$ cat config.mk
export PLATFORM = sky130hd
export DESIGN_NAME = dmem_arbiter
export DESIGN_NICKNAME = d
export VERILOG_FILES = /design/src/rtl/dmem_arbiter.sv
export SDC_FILE = /design/constraint.sdc
export NUM_CORES = 1
export LEC_CHECK = 0
export CORE_AREA = 2 2 117 119
export CTS_CLUSTER_SIZE = 12
export DETAILED_ROUTE_END_ITERATION = 8
export DIE_AREA = 0 0 119 121
export PLACE_DENSITY = 0.66
export SLEW_MARGIN = 10
export SYNTH_ARGS = -nofsm -noshare
export SYNTH_HDL_FRONTEND = slang
export SYNTH_SLANG_ARGS = --single-unit
$ cat constraint.sdc
create_clock -name CLK -period 4.05 [get_ports CLK]
set_input_delay 1.215 -clock CLK [delete_from_list [all_inputs] [get_ports CLK]]
set_output_delay 1.215 -clock CLK [all_outputs]
set_load 0.05 [all_outputs]
$ cat src/rtl/dmem_arbiter.sv
`default_nettype none
// ============================================================================
// Module   : dmem_arbiter
// Purpose  : Zero-fills the single-port data memory after reset, then
//            arbitrates its port between the MEM stage and a DMA/debug port.
// Revision : 1.0 - initial release
// ============================================================================
module dmem_arbiter #(
   parameter int WIDTH        = 32,
   parameter int DEPTH        = 100,
   parameter int STARVE_LIMIT = 8
) (
   input  logic             CLK,
   input  logic             RST,
   input  logic             cpu_req,
   input  logic             cpu_we,
   input  logic [WIDTH-1:0] cpu_addr,
   input  logic [WIDTH-1:0] cpu_wdata,
   output logic [WIDTH-1:0] cpu_rdata,
   output logic             cpu_stall,
   input  logic             dma_valid,
   input  logic             dma_we,
   input  logic [WIDTH-1:0] dma_addr,
   input  logic [WIDTH-1:0] dma_wdata,
   output logic             dma_ready,
   output logic [WIDTH-1:0] dma_rdata,
   output logic             dma_rvalid,
   output logic [WIDTH-1:0] mem_A,
   output logic [WIDTH-1:0] mem_WD,
   output logic             mem_WE,
   input  logic [WIDTH-1:0] mem_RD,
   output logic             init_done
);

   localparam int               c_CW       = (DEPTH > 1) ? $clog2(DEPTH) : 1;
   localparam int               c_SW       = $clog2(STARVE_LIMIT + 1);
   localparam logic [0:0]       c_ST_CLEAR = 1'b0;
   localparam logic [0:0]       c_ST_RUN   = 1'b1;
   localparam logic [WIDTH-1:0] c_DEPTH    = WIDTH'(DEPTH);
   localparam logic [c_CW-1:0]  c_LAST     = c_CW'(DEPTH - 1);
   localparam logic [c_SW-1:0]  c_LIMIT    = c_SW'(STARVE_LIMIT);

   logic [0:0]       r_state;
   logic [c_CW-1:0]  r_clr_cnt;
   logic [c_SW-1:0]  r_starve_cnt;
   logic             r_init_done;
   logic             r_dma_rvalid;
   logic [WIDTH-1:0] r_dma_rdata;

   logic w_clear, w_run, w_force, w_dma_gnt, w_cpu_gnt, w_cpu_in, w_dma_in;

   // Reset overrides the state so the port is quiet while RST is held.
   assign w_clear   = !RST && (r_state == c_ST_CLEAR);
   assign w_run     = !RST && (r_state == c_ST_RUN);
   assign w_force   = dma_valid && (r_starve_cnt == c_LIMIT);
   assign w_dma_gnt = w_run && dma_valid && (w_force || !cpu_req);
   assign w_cpu_gnt = w_run && cpu_req && !w_dma_gnt;
   assign w_cpu_in  = cpu_addr < c_DEPTH;
   assign w_dma_in  = dma_addr < c_DEPTH;

   always_comb begin
      mem_A     = '0;
      mem_WD    = '0;
      mem_WE    = 1'b0;
      cpu_stall = 1'b1;
      dma_ready = 1'b0;
      cpu_rdata = '0;
      if (w_clear) begin
         mem_A  = WIDTH'(r_clr_cnt);
         mem_WE = 1'b1;
      end else if (w_run) begin
         cpu_stall = cpu_req && !w_cpu_gnt;
         dma_ready = w_dma_gnt;
         if (w_dma_gnt) begin
            mem_A  = dma_addr;
            mem_WD = dma_wdata;
            mem_WE = dma_we && w_dma_in;
         end else if (w_cpu_gnt) begin
            mem_A     = cpu_addr;
            mem_WD    = cpu_wdata;
            mem_WE    = cpu_we && w_cpu_in;
            cpu_rdata = w_cpu_in ? mem_RD : '0;
         end
      end
   end

   always_ff @(posedge CLK) begin
      if (RST) begin
         r_state      <= c_ST_CLEAR;
         r_clr_cnt    <= '0;
         r_init_done  <= 1'b0;
         r_starve_cnt <= '0;
         r_dma_rvalid <= 1'b0;
         r_dma_rdata  <= '0;
      end else begin
         if (r_state == c_ST_CLEAR) begin
            r_clr_cnt <= r_clr_cnt + 1'b1;
            if (r_clr_cnt == c_LAST) begin
               r_state     <= c_ST_RUN;
               r_init_done <= 1'b1;
               r_clr_cnt   <= '0;
            end
         end
         r_dma_rvalid <= w_dma_gnt && !dma_we;
         if (w_dma_gnt && !dma_we)
            r_dma_rdata <= w_dma_in ? mem_RD : '0;
         if (!dma_valid || w_dma_gnt)
            r_starve_cnt <= '0;
         else if (r_starve_cnt != c_LIMIT)
            r_starve_cnt <= r_starve_cnt + 1'b1;
      end
   end

   assign init_done  = r_init_done;
   assign dma_rvalid = r_dma_rvalid;
   assign dma_rdata  = r_dma_rdata;

endmodule
`default_nettype wire
Word level (Yosys, flattened, before mapping):

Index checks and enable logic that the tools add are counted.

* register bits: 46
* input port bits: 166
* output and inout port bits: 133
* logic and storage cells: 60

* add/subtract/negate cells: 2
* magnitude comparators: 2
* eq/ne operators: 3
* multiplexer cells: 25
* bitwise operators: 1
* reductions and logical operators: 21

Operator list (number)
* $mux W32: 14
* $lt A32 B7 Y1 const B: 2
* $logic_and A1 B1 Y1: 11
* $mux W1: 10
* $add A7 B1 Y7 const B: 1
* $eq A7 B7 Y1 const B: 1
* $mux W7: 1
* $logic_not A1 Y1: 6
* $add A4 B1 Y4 const B: 1
* $eq A4 B4 Y1 const B: 1
* $ne A4 B4 Y1 const B: 1
* $logic_or A1 B1 Y1: 2
* $reduce_and A2 Y1: 1
* $reduce_or A2 Y1: 1
* $not A1 Y1: 1

Depth between registers and ports, before layout:

Gate-level depths: netlist (run 1).

* depth after elaboration: 10
* mapped depth: 8
* depth with buffers taken out: 7

Worst setup path after synthesis (run 1):

OpenSTA, ideal clock, no wires.

* path type: in2out
* start: in RST
* end: out mem_WD[23]
* arrival: 2.779 ns
* data required time: 2.835 ns
* slack: 0.056 ns
* stages on the path: 4
* path buffers: 1
* cells stage by stage: nand3b_1 a21oi_4 buf_1 a22o_1

* longest elaborated chain between the ends: 10
* elaborated cells between the ends (all ways): 12
* classes of those cells: mux (4); reduce/logical (8)

Ends and longest elaborated chain
* start, declared: RTL line 14 `input logic RST,`
* $logic_not A1 Y1 *: RTL line 53, 54
* $logic_and A1 B1 Y1: RTL line 54 `assign w_run = !RST && (r_state == c_ST_RUN);`
* $logic_and A1 B1 Y1 (2 in series): RTL line 56 `assign w_dma_gnt = w_run && dma_valid && (w_force || !cpu_req);`
* $logic_not A1 Y1: RTL line 57 `assign w_cpu_gnt = w_run && cpu_req && !w_dma_gnt;`
* $logic_and A1 B1 Y1: RTL line 57
* $mux W32: RTL line 78 `end else if (w_cpu_gnt) begin`
* $mux W32: RTL line 74 `if (w_dma_gnt) begin`
* $mux W32: RTL line 71 `end else if (w_run) begin`
* $mux W32 *: RTL line 68 `if (w_clear) begin`
* end, declared: RTL line 29 `output logic [WIDTH-1:0] mem_WD,`

Mark *: on every way between the ends. The rest lies on a longest branch, timed or not.

Worst setup path in the final report (run 1):

* start: in cpu_addr[8]
* end: out cpu_rdata[6]

* longest elaborated chain between the ends: 6

Ends and longest elaborated chain
* start, declared: RTL line 17 `input logic [WIDTH-1:0] cpu_addr,`
* $lt A32 B7 Y1: RTL line 58 `assign w_cpu_in = cpu_addr < c_DEPTH;`
* $mux W32: RTL line 82 `cpu_rdata = w_cpu_in ? mem_RD : '0;`
* $mux W32: RTL line 78
* $mux W32: RTL line 74
* $mux W32: RTL line 71
* $mux W32: RTL line 68
* end, declared: RTL line 19 `output logic [WIDTH-1:0] cpu_rdata,`

No other way between the ends.

==> summary.md, run 1 <==
| Metric | Value |
|---|---|
| Outcome | `complete, no violations` |
| Metal2 WL | `8.37 mm` |
| GRT Util Overall | `22.9%` |
| Global route overflow | `0` |
| Core area | `13100 sq um` |
| Final setup vio count | `0` |
| Crit-path leading delay family | `simple AND/OR/NAND/NOR gates` |
| Initial antenna violation count | `2` |
| Synth async-reset ratio | `0%` |
| Worst skew pair latency | `280 ps` |
| Placed cell count | `779` |
| CP Max Fanout | `8` |
| Primary FF master, synth | `dfxtp_1` |
| Slew Viols, Final | `0` |
| Fmax | `248 MHz` |
| Remaining DRCs | `0` |
| Fin worst setup slack | `21.7 ps` |
| HPWL Detailed | `13.9 mm` |
| I/O Buffers | `298` |
| Arrival time worst endpoint | `2810 ps` |
| Kind of critical path | `in2out` |
| Number of vias per cell | `4.73` |
| Placement Setup Slack | `-373 ps` |
| Met1 wire length | `6.77 mm` |
| Endpoint type of the worst setup path | `output pin` |
| CP cell instances | `buf_2, or4_4, nor2_4, and4_4, buf_6, buf_16, and2_4, buf_12` |
| Antenna diode count | `0` |
| CP required | `2830 ps` |
| Max stage delay cell, worst path | `or4_4` |
| Gp weighted congestion | `0.942` |
| First-pass DRT Iterations | `5` |
| Routed Antenna Nets | `0` |
| Initial Util | `20.4%` |
| Layout cells sized above 1 | `36.1%` |
| Period utilisation layout | `99.5%` |
| Vias | `3805` |
| Pwr per Cell Area | `153 nW/um^2` |
| H-tree depth | `2` |
| Post-synthesis register bit count | `46` |
| Clock slew at reported path FFs | `60 ps` |
| Share of the synthesized area in the top cell type | `34.5%` |
| Peak supply drop | `0.000156 V` |
| Drt initial violations | `202` |
| Final WL | `16.8 mm` |
| Final hold slack | `478 ps` |
| Mapped Area | `2670 sq um` |
| CTS tree | `done` |
| Area grow syn2layout | `183%` |
| RSZ-0062 raised after global routing | `true` |
| Mapped Nets | `460` |
| Leakage | `3.12 nW` |
| Slew HR | `64.4%` |
| Clock Skews | `3.86 ps` |
| Synth warnings | `0` |
| CTS buffer count | `5` |
| Maximum number of pins on one net before global-route repair | `33` |
| Root Buffer | `clkbuf_16` |
| Critical path buffer and inverter count | `4` |
| Post-layout util | `57.8%` |
| Post-Syn Instances | `291` |
| Die Y | `121 microns` |
| Synth top area cells | `dfxtp_1 35%, a22o_1 29%, and2_1 7.5%, nor2_1 2.7%, a222oi_1 2.6%` |
| Worst hold path type | `reg2reg` |
| Met3 wire length | `1.17 mm` |
| Sequential element share of the synthesized area | `34.5%` |
| Final #Nets | `796` |
| Hold Vio Cnt, Final | `0` |
| Syn_area_per_cell | `9.17 sq um` |
| I/O Pins | `299` |
| Row Count | `42` |
| Cell accounting for the most synthesized area | `dfxtp_1` |
| Vias in the first global route | `4059` |
| Max Cap Viol | `0` |
| Min cycle time layout | `4030 ps` |
| Distinct cells, synth | `38` |
| Die W | `119 microns` |
| Global-route wire length before repair | `25.0 mm` |
| Die Area | `14400 sq um` |
| CTS Buffer Depth | `2` |
| Synth top cells by count | `89 x a22o_1, 46 x dfxtp_1, 32 x and2_1` |
| Routed length per instance | `21.0 microns` |
| Startpoint class of the critical path | `input port` |
| Uppermost layer routed | `met5` |
| EDFF count, synth | `0` |
| CP max stage delay | `540 ps` |
| Most frequent cell after synthesis | `a22o_1` |
| Final cell count without fillers | `804` |
| Worst Tran Pin Value | `532 ps` |
| CTS sink count | `46` |
==> layer usage <==
metal,track usage [%],up-vias
li1,-,1792
met1,27.4,1794
met2,40.1,181
met3,6.20,34
met4,6.47,4
met5,0,-
==> registers in the layout (all words and copies together), names as in the netlist <==
signal        flops
r_starve_cnt      4
dma_rvalid        1
dma_rdata        32
r_clr_cnt         7
init_done         1
r_state           1
==> worst paths after layout <==
| path | from | endpoint | slack (ps) | cells after the start |
|---|---|---|---|---|
| hold reg to reg | dma_rdata[22] | dma_rdata[22] | 480 | 1 |
| hold / removal | dma_rdata[22] | dma_rdata[22] | 480 | 1 |
| setup reg to reg | r_state | dma_rdata[16] | 1830 | 8 |
| setup / recovery | cpu_addr[8] | cpu_rdata[6] | 20 | 8 |
==> cell type report <==
class,count,area [sq um]
sequential,46,921
inverter,9,33.8
multi-input combinational,211,1760
timing repair buffer,354,4460
clock inverter,1,30.0
tap,176,220
fill,1100,5530
clock buffer,7,133
==> cells in the final DEF (no fill, tap or decap), types with 2 or more instances in the layout <==
master,count
clkdlybuf4s50_1,160
buf_12,102
a22o_1,89
dfxtp_1,46
buf_4,46
and2_4,24
nor2_1,17
buf_2,13
dlymetal6s2s_1,11
inv_1,9
and2_1,8
nand2_1,7
a222oi_1,7
buf_6,7
nor4_2,6
xnor2_1,5
clkbuf_16,5
nor2b_1,4
nor3_1,4
clkdlybuf4s15_1,4
dlygate4sd2_1,4
nand3_1,3
a21oi_1,3
ha_1,3
buf_16,3
clkbuf_2,3
a21oi_4,2
or3_1,2
nor4_4,2
nand4_1,2
or4_4,2
nor3_2,2
xor2_1,2
clkbuf_1,2
==> cells by family after synthesis <==
logic type      count (synthesis)  synth area share, %
buf+inv                        34                 5.67
simple gates                   95                 21.3
compound gates                105                 34.4
flops                          46                 34.5
xor+xnor                        7                 2.30
mux                             1                0.375
fa+ha+maj                       3                 1.41
==> where the power goes <==
part           switching, W  internal [W]  total (W)
combinational     0.0000811      0.000165   0.000246
sequential       0.00000435      0.000456   0.000460
clock              0.000156      0.000292   0.000448
==> what timing repair did <==
item | in CTS | in global routing
gates resized for setup | 124 | 32
pin swaps | 18 | 22
hold buffers | 0 | 0
setup buffers | 14 | 1
endpoints found under the setup margin | 74 | 58
gates cloned | 3 | 0
==> metrics by stage <==
step	setup TNS (ps)	total power, W	instance area (sq um)
final	0	0.00115	7560
after global routing	-194	0.00120	7560
after CTS	0	0.00116	7500
after floorplan	0	0.000502	2670
after global placement	-13840	0.000713	7090
after detailed placement	-13740	0.000717	7090
Power figures use the tool's default switching activity.
==> run 2, diff against run 1 <==
- CORE_AREA: 2 2 117 119 -> 4 4 115 117
- PLACE_DENSITY: 0.66 -> 0.69
- SLEW_MARGIN: 10 -> default
==> run 2 against run 1 <==
The flow now finishes with violations (setup timing). Power decreased by 0.19%. Cell count shrank 2.4%. Routed wire length down 7.9%. Worst hold slack got worse by 6.4 ps. Flip-flop and latch count unchanged. Clock skew grew 1.2 ps. Critical path depth shrank 2. Die area unchanged. Maximum frequency down 0.63%.
==> summary.md, run 2 (synthesis gave the netlist of run 1 again) <==
| Metric | Value |
|---|---|
| I/O Buffers | `298` |
| Most frequent cells in the layout | `164 x clkdlybuf4s50_1, 103 x buf_12, 89 x a22o_1` |
| Final setup vio count | `1` |
| Core area | `12400 sq um` |
| Failing checks | `setup timing` |
| R2R depth | `9` |
| Placed cell count | `768` |
| Fin worst setup slack | `-3.82 ps` |
| Die Area | `14400 sq um` |
| H-tree depth | `2` |
| Vias in the first global route | `3899` |
| CTS Buffer Depth | `2` |
| Pint | `0.000910 W` |
| CP endpoint | `mem_WE` |
| Max FFs per register | `32` |
| Hold Vio Cnt, Final | `0` |
| Peak supply drop | `0.000212 V` |
| Sw Share | `21.0%` |
| Endpoint type of the worst setup path | `output pin` |
| Row Count | `41` |
| Leakage | `3.04 nW` |
| Worst Tran Pin Value | `531 ps` |
| Reg2reg end | `dma_rdata[17]` |
| Min cycle time layout | `4050 ps` |
| Logic gate share of total power | `21.1%` |
| Remaining DRCs | `0` |
| Vias | `3737` |
| CTS buffer count | `5` |
| Area grow syn2layout | `180%` |
| Arrival time worst endpoint | `2840 ps` |
| Final #Nets | `781` |
| Fmax | `247 MHz` |
| GRT Util Overall | `19.9%` |
| Initial Util | `21.6%` |
| Die Y | `121 microns` |
| Global route overflow | `0` |
| Worst skew pair latency | `270 ps` |
| Global-route wire length before repair | `22.7 mm` |
| CP cell instances | `clkdlybuf4s50_1, nor4_2, nand4_1, nor3_2, a221o_1, buf_12` |
| Period utilisation layout | `100%` |
| Kind of critical path | `in2out` |
| Maximum number of pins on one net before global-route repair | `33` |
| FF-to-FF Start | `r_state` |
| CP required | `2830 ps` |
| Commonest non-fill, non-tap cell in the layout | `clkdlybuf4s50_1` |
| I/O Pins | `299` |
| Clock network fraction of total power | `38.9%` |
| Max Cap Viol | `0` |
| Max stage delay cell, worst path | `clkdlybuf4s50_1` |
| CP startpoint | `dma_addr[20]` |
| Clock slew at reported path FFs | `60 ps` |
| Startpoint class of the critical path | `input port` |
| Sequential power share | `40.0%` |
| Final cell count without fillers | `785` |
| Number of fillers in the final layout | `1002` |
| Placement Setup Slack | `-308 ps` |
| CTS sink count | `46` |
| Setup TNS | `-3.82 ps` |
| Clock Skews | `5.01 ps` |
| Number of vias per cell | `4.76` |
| Initial antenna violation count | `0` |
| FF-to-FF setup slack | `1680 ps` |
| Net Switching | `0.000241 W` |
| Worst hold path type | `reg2reg` |
| CTS tree | `done` |
| Routed length per instance | `19.8 microns` |
| Antenna diode count | `0` |
| Slew Viols, Final | `0` |
| Routed Antenna Nets | `0` |
| Die W | `119 microns` |
| Layout cells sized above 1 | `35.2%` |
| Root Buffer | `clkbuf_16` |
| HPWL Detailed | `12.7 mm` |
| Tot Pwr | `0.00115 W` |
| Drt initial violations | `169` |
| CP Max Fanout | `2` |
| Outcome | `complete, but fails checks` |
| Gp weighted congestion | `0.875` |
| Final WL | `15.5 mm` |
| Slew HR | `64.5%` |
| First-pass DRT Iterations | `5` |
| Pwr per Cell Area | `154 nW/um^2` |
| CP max stage delay | `460 ps` |
| Post-layout util | `60.4%` |
-- run 2: changes by cell type in the layout (fill, tap and decap cells not counted), sizes merged --
cell,change
clkdlybuf4s50,+4
dlygate4sd2,+1
clkdlybuf4s15,+1
buf,-23
dlymetal6s2s,-4
clkbuf,+6
-- run 2: cell type report --
class / count / area [sq um] / area share, %
Inverter: 9 / 33.8 / 0.452
Clock buffer: 7 / 133 / 1.77
Tap cell: 172 / 215 / 2.88
Clock inverter: 1 / 30.0 / 0.402
Sequential cell: 46 / 921 / 12.3
Timing Repair Buffer: 339 / 4360 / 58.4
Multi-Input combinational cell: 211 / 1780 / 23.8
-- run 2: per-stage QoR --
step           cell area [sq um]  hold slack, ps
3_5_place_dp                7030             466
5_1_grt                     7470             491
2_1_floorplan               2670             460
4_1_cts                     7400             476
6_report                    7470             472
3_3_place_gp                7030             456
-- run 2: what timing repair did --
action | in CTS | in global routing
buffers inserted | 6 | 0
pin swaps | 19 | 20
hold buffers | 0 | 0
cloned | 2 | 1
resized for setup | 98 | 50
endpoints found under the setup margin | 98 | 38
-- run 2: metal layers --
layer,GRT usage [%],up-vias,part of all wire [%]
li1,-,1769,-
met1,22.7,1786,39
met2,38.3,164,55
met4,3.26,0,1.2
met3,4.34,18,5.5
met5,0,-,0
-- run 2: power groups by stage --
stage / clock [W] / combinational, W / sequential (W)
after floorplan: 0 / 0.0000322 / 0.000469
after global placement: 0 / 0.000238 / 0.000470
after detailed placement: 0 / 0.000241 / 0.000470
after CTS: 0.000463 / 0.000237 / 0.000460
after global routing: 0.000484 / 0.000256 / 0.000461
final: 0.000449 / 0.000243 / 0.000461
-- run 2: critical path: cells and delay by family --
kind	cells	cell delay [ps]
compound gates	1	290
buf+inv	2	630
simple gates	3	690
-- run 2: how the worst min path moves through the flow --
stage | from | to | slack, ps | depth (start not counted)
detailed placement | dma_rdata[29] | dma_rdata[29] | 470 | 1
finish | init_done | init_done | 470 | 2
floorplan | r_starve_cnt[1] | r_starve_cnt[1] | 460 | 2
global placement | init_done | init_done | 460 | 2
global route | dma_rdata[8] | dma_rdata[8] | 490 | 1
CTS | init_done | init_done | 480 | 2
